**src/rtl/mux_fn_sweep_ctrl.sv**
```systemverilog
// Self-check sequencer for the 4-input mux function unit: sweeps all 16 input
// vectors, captures Y into a truth table and scores it against an expected table.
module mux_fn_sweep_ctrl #(
    parameter int SETTLE_CYC = 2,
    parameter int CNT_W      = 4
) (
    input  logic        clk,
    input  logic        rst_n,
    input  logic        start,
    input  logic        abort,
    input  logic [15:0] expect_tt,
    output logic [3:0]  abcd,
    input  logic        y,
    output logic        busy,
    output logic        done,
    output logic [15:0] tt,
    output logic        pass,
    output logic [4:0]  mismatch_cnt,
    output logic [3:0]  first_fail,
    output logic        fail_valid
);

    typedef enum logic [1:0] {IDLE, SETTLE, DONE} state_t;

    localparam logic [CNT_W-1:0] CNT_LAST = CNT_W'(SETTLE_CYC - 1);

    state_t           state;
    logic [3:0]       idx;
    logic [CNT_W-1:0] cnt;
    logic [15:0]      exp_q;
    logic             miss;
    logic [4:0]       mismatch_nxt;

    assign miss         = y ^ exp_q[idx];
    assign mismatch_nxt = mismatch_cnt + {4'd0, miss};

    // Expected table is a datapath copy; it is only read while a sweep is active.
    always_ff @(posedge clk) begin
        if (state == IDLE && start && !abort)
            exp_q <= expect_tt;
    end

    always_ff @(posedge clk or negedge rst_n) begin
        if (!rst_n) begin
            state        <= IDLE;
            idx          <= '0;
            cnt          <= '0;
            abcd         <= '0;
            busy         <= 1'b0;
            done         <= 1'b0;
            tt           <= '0;
            pass         <= 1'b0;
            mismatch_cnt <= '0;
            first_fail   <= '0;
            fail_valid   <= 1'b0;
        end else begin
            case (state)
                IDLE: begin
                    done <= 1'b0;
                    if (start && !abort) begin
                        tt           <= '0;
                        mismatch_cnt <= '0;
                        first_fail   <= '0;
                        fail_valid   <= 1'b0;
                        pass         <= 1'b0;
                        idx          <= '0;
                        abcd         <= '0;
                        cnt          <= '0;
                        busy         <= 1'b1;
                        state        <= SETTLE;
                    end
                end
                SETTLE: begin
                    // Abort takes priority over a sample due on the same edge.
                    if (abort) begin
                        state <= IDLE;
                        busy  <= 1'b0;
                        abcd  <= '0;
                    end else if (cnt != CNT_LAST) begin
                        cnt <= cnt + 1'b1;
                    end else begin
                        tt[idx]      <= y;
                        mismatch_cnt <= mismatch_nxt;
                        if (miss && !fail_valid) begin
                            first_fail <= idx;
                            fail_valid <= 1'b1;
                        end
                        if (idx == 4'd15) begin
                            state <= DONE;
                            done  <= 1'b1;
                            pass  <= (mismatch_nxt == 5'd0);
                        end else begin
                            idx  <= idx + 4'd1;
                            abcd <= idx + 4'd1;
                            cnt  <= '0;
                        end
                    end
                end
                DONE: begin
                    done  <= 1'b0;
                    busy  <= 1'b0;
                    abcd  <= '0;
                    state <= IDLE;
                    if (abort)
                        pass <= 1'b0;
                end
                default: begin
                    state <= IDLE;
                    busy  <= 1'b0;
                    done  <= 1'b0;
                end
            endcase
        end
    end

endmodule

```
**config.mk**
```make
export PLATFORM = sky130hd
export DESIGN_NAME = mux_fn_sweep_ctrl
export DESIGN_NICKNAME = d
export VERILOG_FILES = /design/src/rtl/mux_fn_sweep_ctrl.sv
export SDC_FILE = /design/constraint.sdc
export NUM_CORES = 1
export LEC_CHECK = 0
export ABC_AREA = 1
export BUFFER_PORTS_ARGS = -buffer_cell sky130_fd_sc_hd__clkbuf_2
export CORE_UTILIZATION = 49
export DETAILED_ROUTE_END_ITERATION = 10
export PLACE_DENSITY = 0.72
export SLEW_MARGIN = 20
export SYNTH_ARGS = -nofsm -noshare
export SYNTH_HDL_FRONTEND = slang
export SYNTH_SLANG_ARGS = --single-unit
```
**constraint.sdc**
```tcl
create_clock -name clk -period 2.5 [get_ports clk]
set_input_delay 0.75 -clock clk [delete_from_list [all_inputs] [get_ports clk]]
set_output_delay 0.75 -clock clk [all_outputs]
set_load 0.03 [all_outputs]
```
==> flow_metrics.env, run 1 <==
export IMPL_status="complete, no violations"
export IMPL_finalPower_mw=3.20
export IMPL_ys_warnings_count=0
export IMPL_post_drt_wl_per_cell_um=12.8
export IMPL_critical_path_endpoint_type="flop"
export IMPL_drcViolationCount=0
export IMPL_synthTopCellsByArea="dfrtp_1, edfxtp_1, nand2_1"
export IMPL_hold_viol=0
export IMPL_dp_hpwl_um=4300
export IMPL_coreArea_sq_mm=0.00557
export IMPL_numPortBuffers=53
export IMPL_min_period_ns=2.30
export IMPL_antenna_found_initial=0
export IMPL_post_route_period_util_pct=91.9
export IMPL_setup_viol=0
export IMPL_min_path_type="input port to async pin"
export IMPL_pwr_density_cell_mw_per_mm2=915
export IMPL_max_slew_margin_pct=56.6
export IMPL_setup_tns_ns=0
export IMPL_syn_area_per_cell_sq_um=9.03
export IMPL_synth_seq_cells=59
export IMPL_die_area_sq_mm=0.00619
export IMPL_ant_nets=0
export IMPL_drt_wl_total_um=6000
export IMPL_syn_area_sq_mm=0.00288
export IMPL_finalClockSkew_ns=0.0115
export IMPL_cts_max_level=3
export IMPL_synth_top_area_cell="dfrtp_1"
export IMPL_synth_nets=348
export IMPL_die_y_um=78.7
export IMPL_crit_required_ns=2.77
export IMPL_cts_made_buffers=9
export IMPL_clk_latency_ns=0.33
export IMPL_grt_pass1_wl_um=10300
export IMPL_row_count=27
export IMPL_start_util_pct=51.7
export IMPL_clk_pin_slew_worst_paths_ns=0.07
export IMPL_grt_pass1_vias=2205
export IMPL_cap_violations=0
export IMPL_clock_sinks=59
export IMPL_drv_slew=0
export IMPL_final_area_sq_mm=0.00350
export IMPL_drive_gt1_share_pct=24.2
export IMPL_diodes=0
export IMPL_fin_nets=420
export IMPL_cts_tree="done"
export IMPL_drtIter0Drc=114
export IMPL_crit_fanout=7
export IMPL_first_pass_iters=4
export IMPL_dieWidth_um=78.7
export IMPL_leakagePower_nw=1.78
export IMPL_synth_edf_count=16
export IMPL_ys_types=32
export IMPL_placed_cell_area_sq_mm=0.00325
export IMPL_async_flop_share_pct=72.9
export IMPL_fillers=482
export IMPL_grt_overflow_total=0
export IMPL_ios=54
export IMPL_worstPathArrival_ns=2.57
export IMPL_synth_top_cell_area_share_pct=37.3
export IMPL_cts_root_buffer="clkbuf_8"
export IMPL_critPathLaunchType="flop"
export IMPL_synth_ff_type="dfrtp_1"
export IMPL_grt_max_degree=27
export IMPL_seq_area_frac_synth_pct=54.0
export IMPL_worst_pin_slew_ns=0.651
export IMPL_critPathKind="flop to flop"
export IMPL_fmax_ghz=0.435
export IMPL_dr_total_vias=2370
export IMPL_grt_use_total_pct=21.6
export IMPL_ctsLongestPathBuffers=2
export IMPL_vias_per_cell=5.06
export IMPL_fin_ws_ns=0.203
export IMPL_syn2layout_area_growth_pct=21.4
export IMPL_grt_setup_unrepaired="no"
export IMPL_ir_drop_v=0.000474
export IMPL_syn_instance_count=319
export IMPL_dp_slack_ns=0.00198
export IMPL_place_gp_congestion=0.860
==> cells in the final DEF, fill, tap and decap left out, drive strengths merged <==
master / synthesis / layout
o21a: 1 / 1
nand4: 3 / 3
nor3: 3 / 3
nand3: 23 / 23
edfxtp: 16 / 16
o2111ai: 1 / 1
clkbuf: 1 / 64
nand2: 76 / 76
o21ai: 28 / 28
o22ai: 6 / 6
ha: 8 / 8
a21oi: 13 / 13
and2: 1 / 1
nor2: 12 / 12
inv: 57 / 56
nor3b: 1 / 1
buf: 7 / 15
a22o: 3 / 3
clkinv: 0 / 7
xor2: 4 / 4
dfrtp: 43 / 43
o31ai: 10 / 10
a211oi: 1 / 1
o211ai: 1 / 1
==> registers in the layout, indices dropped and copies added (netlist names) <==
signal	flops
idx	4
state	2
first_fail	4
busy	1
exp_q	16
cnt	4
abcd	4
pass	1
tt	16
done	1
fail_valid	1
mismatch_cnt	5
==> area by class of cell <==
type / count / area, sq um / area share, %
Timing Repair Buffer: 68 / 385 / 11.0
Inverter: 57 / 219 / 6.26
Clock inverter: 5 / 20.0 / 0.572
Timing Repair inverter: 1 / 5.00 / 0.143
Multi-Input combinational cell: 195 / 1090 / 31.1
Sequential cell: 59 / 1560 / 44.5
Tap cell: 72 / 90.1 / 2.58
Clock buffer: 11 / 131 / 3.76
==> per-layer routing <==
layer  vias to the layer above  share of wire, %  global-route usage, %
met5                         -                 0                      0
met4                         0               1.5                   9.44
met3                         9               4.2                   4.65
met2                        69                45                   32.8
met1                      1093                50                   29.7
li1                       1199                 -                      -
==> per-stage QoR <==
step,util (%),hold WS (ns),instances
global placement,58.3,0.455,445
floorplan,-,0.454,319
finish,62.7,0.432,468
detailed placement,58.3,0.463,445
CTS,61.0,0.446,461
global route,62.7,0.470,468
==> final timing paths <==
check | to | slack, ns | from | cells after the start
max reg2reg | pass | 0.20 | idx[0] | 17
max | pass | 0.20 | idx[0] | 17
min reg2reg | first_fail[3] | 0.48 | first_fail[3] | 2
min | tt[0] | 0.43 | rst_n | 1
min in group clk | first_fail[3] | 0.48 | first_fail[3] | 2
max in group asynchronous | mismatch_cnt[1] | 1.46 | rst_n | 2
==> cells by family after synthesis <==
group                      share of synthesized area, %
xor gates and xnor gates                           1.22
buffers and inverters                              9.47
DFF                                                54.0
adders and majority gates                          3.47
AOI/OAI and AO/OA                                  13.0
and+or+nand+nor                                    18.8
==> timing repair <==
item / in CTS / in global routing
cloned: 0 / 1
pin swaps: 0 / 4
endpoints found under the setup margin: 1 / 1
gates resized for setup: 1 / 15
hold buffers: 0 / 0
buffers inserted: 0 / 6
==> synthesized netlist by cell type, types with 4 or more instances <==
library cell	number
ha_1	8
a21oi_1	13
nor2_1	10
edfxtp_1	16
xor2_1	4
nand2_1	72
inv_1	52
o31ai_1	10
o22ai_1	6
o21ai_0	27
nand3_1	23
dfrtp_1	43
inv_2	4
==> critical path, stage by stage (launching register included) <==
cell	delay (ns)
dfrtp_2	0.48
buf_6	0.15
nand2_1	0.05
nand3_1	0.07
nand2_1	0.05
nand2_1	0.05
nand2_1	0.06
nor2_1	0.10
nand2_1	0.08
and2_4	0.17
ha_4	0.16
ha_4	0.15
xor2_1	0.15
nor3_2	0.18
nand3_1	0.10
o21ai_2	0.13
o21ai_1	0.06
inv_1	0.05
==> where the power goes <==
group	switching, mW	internal (mW)	leakage [nW]	total (mW)
logic	0.815	0.444	0.972	1.26
registers	0.111	1.14	0.735	1.25
clock network	0.350	0.345	0.0773	0.694
Note: power is estimated with default switching activity, not from simulation.
==> inputs of run 2 (changes only) <==
--- a/config.mk
+++ b/config.mk
@@ -5,8 +5,7 @@
 export SDC_FILE = /design/constraint.sdc
 export NUM_CORES = 1
 export LEC_CHECK = 0
-export ABC_AREA = 1
-export BUFFER_PORTS_ARGS = -buffer_cell sky130_fd_sc_hd__clkbuf_2
+export BUFFER_PORTS_ARGS = -buffer_cell sky130_fd_sc_hd__buf_2
 export CORE_UTILIZATION = 49
 export DETAILED_ROUTE_END_ITERATION = 10
 export PLACE_DENSITY = 0.72
==> flow_metrics.env, run 2 <==
export IMPL_timing_rr_start="idx[0]"
export IMPL_switching_power_uw=833
export IMPL_fillers=453
export IMPL_ant_nets=0
export IMPL_cts_made_buffers=9
export IMPL_stdcell_count=409
export IMPL_cap_violations=0
export IMPL_crit_fanout=6
export IMPL_reg_top3="exp_q: 16 flops, tt: 16 flops, mismatch_cnt: 5 flops"
export IMPL_swShare_pct=30.5
export IMPL_post_drt_wl_per_cell_um=15.1
export IMPL_ios=54
export IMPL_seq_area_frac_synth_pct=54.4
export IMPL_synth_top_cell_area_share_pct=37.6
export IMPL_register_area_sq_mm=0.00156
export IMPL_r2r_setup_slack_ns=-0.45
export IMPL_synth_ff_type="dfrtp_1"
export IMPL_die_y_um=78.4
export IMPL_dieWidth_um=78.4
export IMPL_antenna_found_initial=0
export IMPL_ys_warnings_count=0
export IMPL_numPortBuffers=53
export IMPL_power_share_clock_pct=33.8
export IMPL_start_util_pct=51.3
export IMPL_synth_edf_count=16
export IMPL_drt_wl_total_um=6170
export IMPL_power_frac_comb_pct=24.9
export IMPL_violations="negative setup slack"
export IMPL_grt_overflow_total=0
export IMPL_syn_area_per_cell_sq_um=10.8
export IMPL_placedCellCount=392
export IMPL_critPathKind="flop to flop"
export IMPL_top_layer_used="met4"
export IMPL_ys_types=43
export IMPL_clk_latency_ns=0.34
export IMPL_crit_required_ns=2.77
export IMPL_r2r_end="pass"
export IMPL_grt_setup_unrepaired="yes"
export IMPL_syn_area_sq_mm=0.00286
export IMPL_drv_slew=0
export IMPL_vias_per_cell=5.62
export IMPL_first_pass_iters=4
export IMPL_dr_total_vias=2300
export IMPL_clk_pin_slew_worst_paths_ns=0.07
export IMPL_ctsHoldBuffers=0
export IMPL_fin_ws_ns=-0.449
export IMPL_synth_top_area_cell="dfrtp_1"
export IMPL_grt_use_total_pct=22.8
export IMPL_drcViolationCount=0
export IMPL_cts_max_level=3
export IMPL_max_slew_margin_pct=63.4
export IMPL_wl_met1_um=2850
export IMPL_critPathLaunchType="flop"
export IMPL_grt_max_degree=44
export IMPL_synth_nets=293
export IMPL_row_count=27
export IMPL_synth_seq_cells=59
export IMPL_wl_met3_um=299
export IMPL_place_gp_congestion=0.817
export IMPL_drtIter0Drc=205
export IMPL_mostFrequentLayoutCells="buf_2, dfrtp_1, o21ai_0"
export IMPL_hold_viol=0
export IMPL_cts_tree="done"
export IMPL_final_common_cell="buf_2"
export IMPL_finalClockSkew_ns=0.00688
export IMPL_multi_input_area_sq_mm=0.00126
export IMPL_fin_nets=361
export IMPL_r2r_cells=8
export IMPL_synthTopCellsByCount="dfrtp_1, o21ai_0, a21oi_1"
export IMPL_leakagePower_nw=1.65
export IMPL_ctsLongestPathBuffers=2
export IMPL_synthTopCellsByArea="dfrtp_1, edfxtp_1, o21ai_0"
export IMPL_setup_viol=4
export IMPL_coreArea_sq_mm=0.00557
export IMPL_status="finished with violations"
export IMPL_routed_wl_met2_um=2900
export IMPL_min_path_type="input port to async pin"
export IMPL_yosysMostFrequentCell="dfrtp_1"
export IMPL_syn2layout_area_growth_pct=24.8
export IMPL_grt_pass1_vias=2187
export IMPL_diodes=0
export IMPL_min_period_ns=2.95
export IMPL_seqPwrFrac_pct=41.3
export IMPL_pwr_density_cell_mw_per_mm2=766
export IMPL_fmax_ghz=0.339
export IMPL_p_int_mw=1.90
export IMPL_cts_root_buffer="clkbuf_8"
export IMPL_ir_drop_v=0.000534
export IMPL_finalPower_mw=2.73
export IMPL_drive_gt1_share_pct=31.2
export IMPL_dp_hpwl_um=4330
export IMPL_async_flop_share_pct=72.9
export IMPL_critical_path_endpoint_type="flop"
export IMPL_worst_pin_slew_ns=0.549
export IMPL_syn_instance_count=264
export IMPL_worstPathArrival_ns=3.22
export IMPL_grt_pass1_wl_um=10500
export IMPL_post_route_period_util_pct=118
export IMPL_die_area_sq_mm=0.00615
export IMPL_clock_sinks=59
export IMPL_dp_slack_ns=-0.559
-- run 2: cell types whose count changed after synthesis, sizes merged, moves of 9 or more --
cell | before | now
nand2 | 76 | 18
inv | 57 | 12
nand3 | 23 | 5
o21ai | 28 | 43
clkbuf | 1 | 12
o31ai | 10 | 1
-- run 2: what timing repair did --
item / CTS / global route
pin swaps: 5 / 3
setup buffers: 1 / 1
endpoints found under the setup margin: 5 / 5
gates resized for setup: 8 / 6
-- run 2: per-layer routing --
metal	up-vias	global-route usage, %
met1	1106	30.2
met4	0	11.1
met2	84	36.2
li1	1098	-
met3	12	3.95
met5	-	0
-- run 2: final cells by class --
type,count,share of cell area [%]
Sequential cell,59,43.7
Multi-Input combinational cell,179,35.4
Timing Repair Buffer,71,11.3
Clock buffer,11,3.68
Tap cell,72,2.52
Clock inverter,5,2.17
Inverter,12,1.26
-- run 2: critical path: stages (launching register included) --
cell	delay, ns
dfrtp_2	0.45
mux4_2	0.53
mux4_2	0.54
xnor2_4	0.23
ha_4	0.18
ha_4	0.19
or4_4	0.54
nor2_4	0.09
mux2_4	0.13
-- run 2: cells by family (layout without fill, tap and decap cells) --
kind of cell	count (synthesis)	count (layout)	share of synthesized area, %
buffers and inverters	26	99	3.72
xor gates and xnor gates	9	9	3.41
AOI/OAI and AO/OA	89	89	18.5
DFF	59	59	54.4
adders and majority gates	8	8	3.50
muxes	10	10	5.73
and+or+nand+nor	63	63	10.8
-- run 2: per-stage QoR --
stage | TNS (ns) | utilization, % | hold WS, ns | instance area [sq um]
floorplan | -0.513 | - | 0.454 | 2890
global placement | -1.03 | 59.5 | 0.480 | 3320
detailed placement | -1.29 | 59.5 | 0.471 | 3320
CTS | -0.839 | 63.8 | 0.498 | 3550
global route | -1.25 | 64.0 | 0.510 | 3570
finish | -0.770 | 64.0 | 0.488 | 3570
-- run 2: how the worst max path moves through the flow --
stage | startpoint | endpoint | slack (ns) | cells past startpoint
detailed placement | idx[0] | pass | -0.56 | 8
global placement | idx[0] | pass | -0.50 | 8
finish | idx[0] | pass | -0.45 | 8
global route | idx[0] | pass | -0.53 | 8
CTS | idx[0] | pass | -0.45 | 8
floorplan | idx[0] | pass | -0.41 | 9
-- run 2: power groups by stage --
stage	clock network, mW	registers, mW	logic [mW]
after floorplan	0	1.19	0.415
after global placement	0	1.14	0.646
after detailed placement	0	1.15	0.663
after CTS	0.940	1.13	0.666
after global routing	0.977	1.14	0.746
final	0.925	1.13	0.680
